<file path="config.mk">
export PLATFORM = sky130hd
export DESIGN_NAME = icache_responder
export DESIGN_NICKNAME = d
export VERILOG_FILES = /design/src/rtl/icache_responder.sv
export SDC_FILE = /design/constraint.sdc
export NUM_CORES = 2
export LEC_CHECK = 0
export ABC_AREA = 1
export CAP_MARGIN = 20
export CORE_AREA = 5 5 481 483
export CTS_CLUSTER_SIZE = 28
export DETAILED_ROUTE_END_ITERATION = 10
export DIE_AREA = 0 0 486 488
export PLACE_DENSITY = 0.58
export SLEW_MARGIN = 20
export SYNTH_ARGS = -nofsm -noshare
export SYNTH_HDL_FRONTEND = slang
export SYNTH_SLANG_ARGS = --single-unit
</file>
<file path="constraint.sdc">
create_clock -name clk -period 5.7 [get_ports clk]
set_input_delay 0.57 -clock clk [delete_from_list [all_inputs] [get_ports clk]]
set_output_delay 0.57 -clock clk [all_outputs]
set_load 0.1 [all_outputs]
</file>
<file path="src/rtl/icache_responder.sv">
// icache_responder: direct-mapped instruction cache serving one fetch at a time;
// misses refill the whole line from memory, one ascending word per beat.
module icache_responder #(
    parameter int LINES          = 16,
    parameter int INDEX_WIDTH    = 4,
    parameter int WORDS_PER_LINE = 4,
    parameter int OFFSET_WIDTH   = 2,
    parameter int TAG_WIDTH      = 32 - INDEX_WIDTH - OFFSET_WIDTH - 2
) (
    input  logic        clk,
    input  logic        reset,
    input  logic        icache_req_valid,
    output logic        icache_req_ready,
    input  logic [31:0] fetch_address,
    output logic        icache_resp_valid,
    input  logic        icache_resp_ready,
    output logic [31:0] fetch_data,
    output logic [31:0] icache_resp_address,
    input  logic        invalidate,
    output logic        mem_req_valid,
    input  logic        mem_req_ready,
    output logic [31:0] mem_req_addr,
    input  logic        mem_resp_valid,
    input  logic [31:0] mem_resp_data
);
    typedef enum logic [2:0] {IDLE, LOOKUP, MEM_REQ, REFILL, RESP} state_t;

    state_t                  state_q, state_d;
    logic [31:0]             req_addr_q, req_addr_d;
    logic [31:0]             fetch_data_q, fetch_data_d;
    logic [31:0]             mem_addr_q, mem_addr_d;
    logic [OFFSET_WIDTH-1:0] beat_q, beat_d;
    logic [LINES-1:0]        valid_q, valid_d;
    logic                    inv_pend_q, inv_pend_d;

    logic [TAG_WIDTH-1:0]    tag_mem  [LINES];
    logic [31:0]             data_mem [LINES][WORDS_PER_LINE];

    logic [OFFSET_WIDTH-1:0] offset;
    logic [INDEX_WIDTH-1:0]  index;
    logic [TAG_WIDTH-1:0]    tag;
    logic                    hit;
    logic                    last_beat;
    logic                    beat_fire;

    assign offset    = req_addr_q[OFFSET_WIDTH+1:2];
    assign index     = req_addr_q[OFFSET_WIDTH+2 +: INDEX_WIDTH];
    assign tag       = req_addr_q[31 -: TAG_WIDTH];
    assign hit       = valid_q[index] && (tag_mem[index] == tag);
    assign last_beat = beat_q == OFFSET_WIDTH'(WORDS_PER_LINE - 1);
    assign beat_fire = (state_q == REFILL) && mem_resp_valid;

    // A live or pending invalidate blocks acceptance so the flush lands before the next lookup.
    assign icache_req_ready    = (state_q == IDLE) && !inv_pend_q && !invalidate;
    assign icache_resp_valid   = state_q == RESP;
    assign fetch_data          = fetch_data_q;
    assign icache_resp_address = req_addr_q;
    assign mem_req_valid       = state_q == MEM_REQ;
    assign mem_req_addr        = mem_addr_q;

    always_comb begin
        state_d      = state_q;
        req_addr_d   = req_addr_q;
        fetch_data_d = fetch_data_q;
        mem_addr_d   = mem_addr_q;
        beat_d       = beat_q;
        valid_d      = valid_q;
        inv_pend_d   = inv_pend_q || (invalidate && state_q != IDLE);
        case (state_q)
            IDLE: begin
                if (inv_pend_q || invalidate) begin
                    valid_d    = '0;
                    inv_pend_d = 1'b0;
                end else if (icache_req_valid) begin
                    req_addr_d = fetch_address;
                    state_d    = LOOKUP;
                end
            end
            LOOKUP: begin
                if (hit) begin
                    fetch_data_d = data_mem[index][offset];
                    state_d      = RESP;
                end else begin
                    mem_addr_d = {req_addr_q[31:OFFSET_WIDTH+2], {(OFFSET_WIDTH+2){1'b0}}};
                    state_d    = MEM_REQ;
                end
            end
            MEM_REQ: begin
                if (mem_req_ready) begin
                    beat_d  = '0;
                    state_d = REFILL;
                end
            end
            REFILL: begin
                if (mem_resp_valid) begin
                    beat_d       = beat_q + 1'b1;
                    fetch_data_d = (beat_q == offset) ? mem_resp_data : fetch_data_q;
                    if (last_beat) begin
                        valid_d[index] = 1'b1;
                        state_d        = RESP;
                    end
                end
            end
            RESP: state_d = icache_resp_ready ? IDLE : RESP;
            default: state_d = IDLE;
        endcase
    end

    always_ff @(posedge clk) begin
        if (reset) begin
            state_q      <= IDLE;
            req_addr_q   <= '0;
            fetch_data_q <= '0;
            mem_addr_q   <= '0;
            beat_q       <= '0;
            valid_q      <= '0;
            inv_pend_q   <= 1'b0;
        end else begin
            state_q      <= state_d;
            req_addr_q   <= req_addr_d;
            fetch_data_q <= fetch_data_d;
            mem_addr_q   <= mem_addr_d;
            beat_q       <= beat_d;
            valid_q      <= valid_d;
            inv_pend_q   <= inv_pend_d;
        end
    end

    always_ff @(posedge clk) begin
        if (!reset && beat_fire) begin
            data_mem[index][beat_q] <= mem_resp_data;
            if (last_beat)
                tag_mem[index] <= tag;
        end
    end
endmodule

</file>
# Yosys cells after proc, flatten, opt, wreduce, memory -nomap -nowiden
# Memory sizes are Yosys's and may differ from the RTL's. A register that Yosys moved wholly into a read port is not among the register bits.
# Index checks and enable logic that the tools add are counted.
# Widths: inputs -> output; s select.
# op_classes
addsub	1
order_cmp	5
eq_ne	15
mux	39
bitwise_logic	5
reduce_logical	24
# ops
op	n
$mux 32	6
$mux 128	1
$bmux 32 s2	1
$demux 32 s2	1
$pmux 32 s2	1
$mux 16	3
$pmux 16 s2	1
$eq 24x24->1	1
$mux 3	7
$mux 4	4
$or 16x16->16	1
$pmux 3 s5	1
$ne 2x2->1 const B	5
$logic_and 1x1->1	8
$mux 1	8
$reduce_and 4->1	2
$eq 3x2->1 const B	2
$ge 3x3->1 const B	2
$ne 2x1->1 const B	3
$not 2->3	2
$reduce_and 3->1	2
$reduce_bool 2->1	3
$lt 4x5->1 const B	1
$reduce_and 5->1	1
17 further kinds	22
# totals
reg_bits	114
ramBits	2432
inputBits	71
output_inout_bits	99
elab_cells	98
n_memories	2
# memory_table
memory	words	width	read_ports	rd_ports_with_merged_regs	wr	line	source
data_mem	16	128	1	1	1	37	logic [31:0] data_mem [LINES][WORDS_PER_LINE];
tag_mem	16	24	1	1	1	36	logic [TAG_WIDTH-1:0] tag_mem [LINES];

# Depth between registers and ports, before layout
# depth
ltp_word	8
depth_mapped	23
depth_no_buf	18

# Worst setup path before layout
# OpenSTA, ideal clock, no wires.
# synth_timing
path_kind	register to register
from	register req_addr_q[5] (netlist: icache_resp_address[5])
to	memory data_mem[10][0] (netlist name) (enable)
setup_time_ns	0.470
arrival_ns	4.109
required_ns	5.230
slack_ns	1.121
stages_incl_launch_ff	7
n_path_buf	0
synth_period_minus_slack_ns	4.579
path_cell_list	dfxtp_1 > inv_1 > nor2_1 > inv_1 > nor2_1 > inv_1 > nor2_1
# synth_rtl
item	line	source
from (decl)	29	logic [31:0] req_addr_q, req_addr_d;
from (signal assigned)	120	req_addr_q <= req_addr_d;
to (decl)	37	
# Straight into the memory's write port.

==> flow_metrics.tcl <==
set metrics [dict create \
    syn-cell-area_um2 101000 \
    synth-seq-area-share 0.744 \
    synth_area_leaders "edfxtp_1 (72%), o21ai_0 (5.6%), nor2_1 (4.9%)" \
    yosysWarnings 0 \
    synth_top_family_by_area "simple AND/OR/NAND/NOR gates" \
    reg2reg_slack_ps 1550 \
    synth_edf_count 2432 \
    wl_met3_um 23600 \
    postSynthCellCount 8192 \
    avgSynthCellArea_um2 12.4 \
    clock_latency_ps 960 \
    final_cell_area_um2 115000 \
    clk_path_buf_depth 4 \
    start_kind "register" \
    min_path_type "in2reg" \
    worstMarginPinSlew_ps 1190 \
    die_w_um 486 \
    drv_cap 0 \
    io_buffers 165 \
    reg2reg_to "mem_req_addr[8]" \
    synthXorXnorAreaFrac 0.000173 \
    drtIter0Drc 7506 \
    skew_ps 74.4 \
    p_sw_frac 0.269 \
    period_needed_ps 4150 \
    cts_sinks 2550 \
    synth_common_cells "edfxtp_1 (2432), nor2_1 (1327), o21ai_0 (1131), nand2_1 (1120), nand3_1 (584)" \
    area.growth.synth_to_final_pct 13.7 \
    io_pins 170 \
    synthMuxAreaShare 0.00198 \
    dr.pass1.iters 6 \
    synth-simple-area-share 0.120 \
    gp_congestion 0.831 \
    vias 67500 \
    post_cts_buffers 0 \
    dieArea_um2 237000 \
    maxSlewViolCount 0 \
    cp_max_fo 122 \
    arrival_ps 4970 \
    ys.flop_type "edfxtp_1" \
    hold_depth 1 \
    grt_antenna_before_repair 7 \
    worstHoldStart "mem_resp_data[9]" \
    p_per_area_nw_per_um2 383 \
    setup_slack_ps 1550 \
    drt_wl_total_um 303000 \
    cts_max_level 5 \
    power.switching_mw 11.9 \
    drc 0 \
    grt-ovfl-total 0 \
    grtUsageTotal 0.250 \
    initial_utilization 0.447 \
    rsz0062_at_grt "no" \
    dp_slack_ps 1560 \
    seqPwrFrac 0.474 \
    die_y_um 488 \
    yosys.area.top_type_share 0.721 \
    relSlewSlack 0.208 \
    routed-wl-met2_um 142000 \
    max_freq_mhz 241 \
    power.total_mw 44.1 \
    p_leak_nw 38.5 \
    wl_per_cell_um 26.4 \
    ant_nets 0 \
    final_util 0.509 \
    via_per_inst 5.88 \
    synth-adder-area-share 0.000494 \
    path_clk_slew_ps 60 \
    timing.setup.tns_ps 0 \
    grt_pass1_wl_um 441000 \
    grt_max_degree 161 \
    top_layer_used "met5" \
    clkPwrFrac 0.390 \
    synth_compound_area_frac 0.101 \
    internal-power_mw 32.2 \
    rows 175 \
    yosys.area.top_type "edfxtp_1" \
    synth_cell_types 33 \
    outcome "complete, no violations" \
    fin_crit_sh 0.729 \
    grt_pass1_vias 64000 \
    end_kind "register" \
    pwr-share-comb 0.136 \
    numCtsBuffers 284 \
    placed_area_um2 107000 \
    peakVddDrop_uv 289 \
    async_flop_share 0 \
    hpwl_um 163000 \
    r2r_cells 15 \
    post_cts_resized 0 \
    critPathKind "reg2reg" \
    root_buffer "clkbuf_16" \
    core_area_um2 226000 \
    drive_gt1_frac 0.0815 \
    setup_viol 0 \
    synth.most_common_cell "edfxtp_1" \
    fin_nets 8361 \
    wl_met1_um 127000 \
    cts_tree "done" \
    ys_seq_elements 2550 \
    hold_end "data_mem[10][73]" \
    finalHoldViolCount 0 \
    cp.required_ps 6520 \
]
layer usage:
metal | track usage | vias up
li1 | - | 29900
met1 | 0.353 | 34100
met2 | 0.397 | 2938
met3 | 0.0367 | 539
met4 | 0.0895 | 2
met5 | 0 | -
worst max-delay path by stage:
| stage | slack (ps) | end | start | depth (start not counted) |
|---|---|---|---|---|
| 4_1_cts | 1530 | mem_req_addr[8] | register | 15 |
| 3_5_place_dp | 1560 | mem_req_addr[4] | register | 15 |
| 6_report | 1550 | mem_req_addr[8] | register | 15 |
| 5_1_grt | 1200 | mem_req_addr[22] | register | 17 |
| 3_3_place_gp | 1640 | fetch_data[9] | register | 14 |
| 2_1_floorplan | 1120 | data_mem[10][0] | icache_resp_address[5] | 6 |
critical path, cell delays in order, from the launching register on:
cell and delay [ps]:
dfxtp_4 740, inv_8 390, nor2_1 220, o21ai_0 110, nand3_1 130, nand3_1 100, nand3_1 110, nand2_1 80
nor2_1 160, nand2_1 150, nor2_1 210, nand3_1 190, nand2_4 560, inv_2 460, nor2_1 200, nor2_1 60
layout make-up:
class / count / area [um^2]
inverters: 153 / 606
well taps: 3009 / 3760
clock buffers: 370 / 7680
clock inverters: 107 / 858
fillers: 19400 / 111000
repair buffers: 381 / 3640
multi-input cells: 4916 / 23200
flip-flops and latches: 2550 / 75400
diodes: 2 / 5.00
state kept, by name, indices dropped and copies added, names as in the netlist, named ones only:
signal / cells
beat_q: 2
data_mem: 2048
fetch_data: 32
icache_resp_address: 32
inv_pend_q: 1
mem_req_addr: 28
state_q: 3
tag_mem: 384
valid_q: 16
cell families after synthesis:
kind of cell,after synthesis
and+or+nand+nor,3041
DFF,2550
AOI/OAI and AO/OA,1845
buffers and inverters,729
muxes,20
adders and majority gates,4
xor gates and xnor gates,2
other,1
cells in the final DEF, fill, tap and decap left out, types with 20 or more instances in the layout:
cell             instances
a21oi_1                104
buf_12                  40
buf_2                   32
buf_4                  172
clkbuf_1                68
clkbuf_16              291
clkdlybuf4s50_1        133
clkinv_1                48
clkinv_2                39
dfxtp_1                112
edfxtp_1              2432
inv_1                  144
mux2i_1                 20
nand2_1               1120
nand3_1                584
nor2_1                1263
nor2_4                  64
o211ai_1                54
o21ai_0               1131
o21ai_1                 30
o221ai_1                79
o22ai_1                430
power groups by stage:
stage / logic, mW / registers, mW / clock network (mW)
after global placement: 5.88 / 21.3 / 0
after CTS: 5.94 / 20.9 / 17.4
after detailed placement: 5.92 / 21.3 / 0
after floorplan: 3.00 / 22.0 / 0
after global routing: 6.41 / 20.9 / 18.2
final: 5.98 / 20.9 / 17.2
repair_timing:
action / 4_1_cts / 5_1_grt
hold buffers: 2 / 0
hold endpoints to repair: 12 / 0
setup endpoints to repair: 0 / 0
stage by stage:
step	hold WS (ps)	instances
floorplan	430	8195
global placement	439	11000
detailed placement	452	11000
CTS	12.1	11500
global route	29.7	11500
finish	57.8	11500
Power figures use the tool's default switching activity.
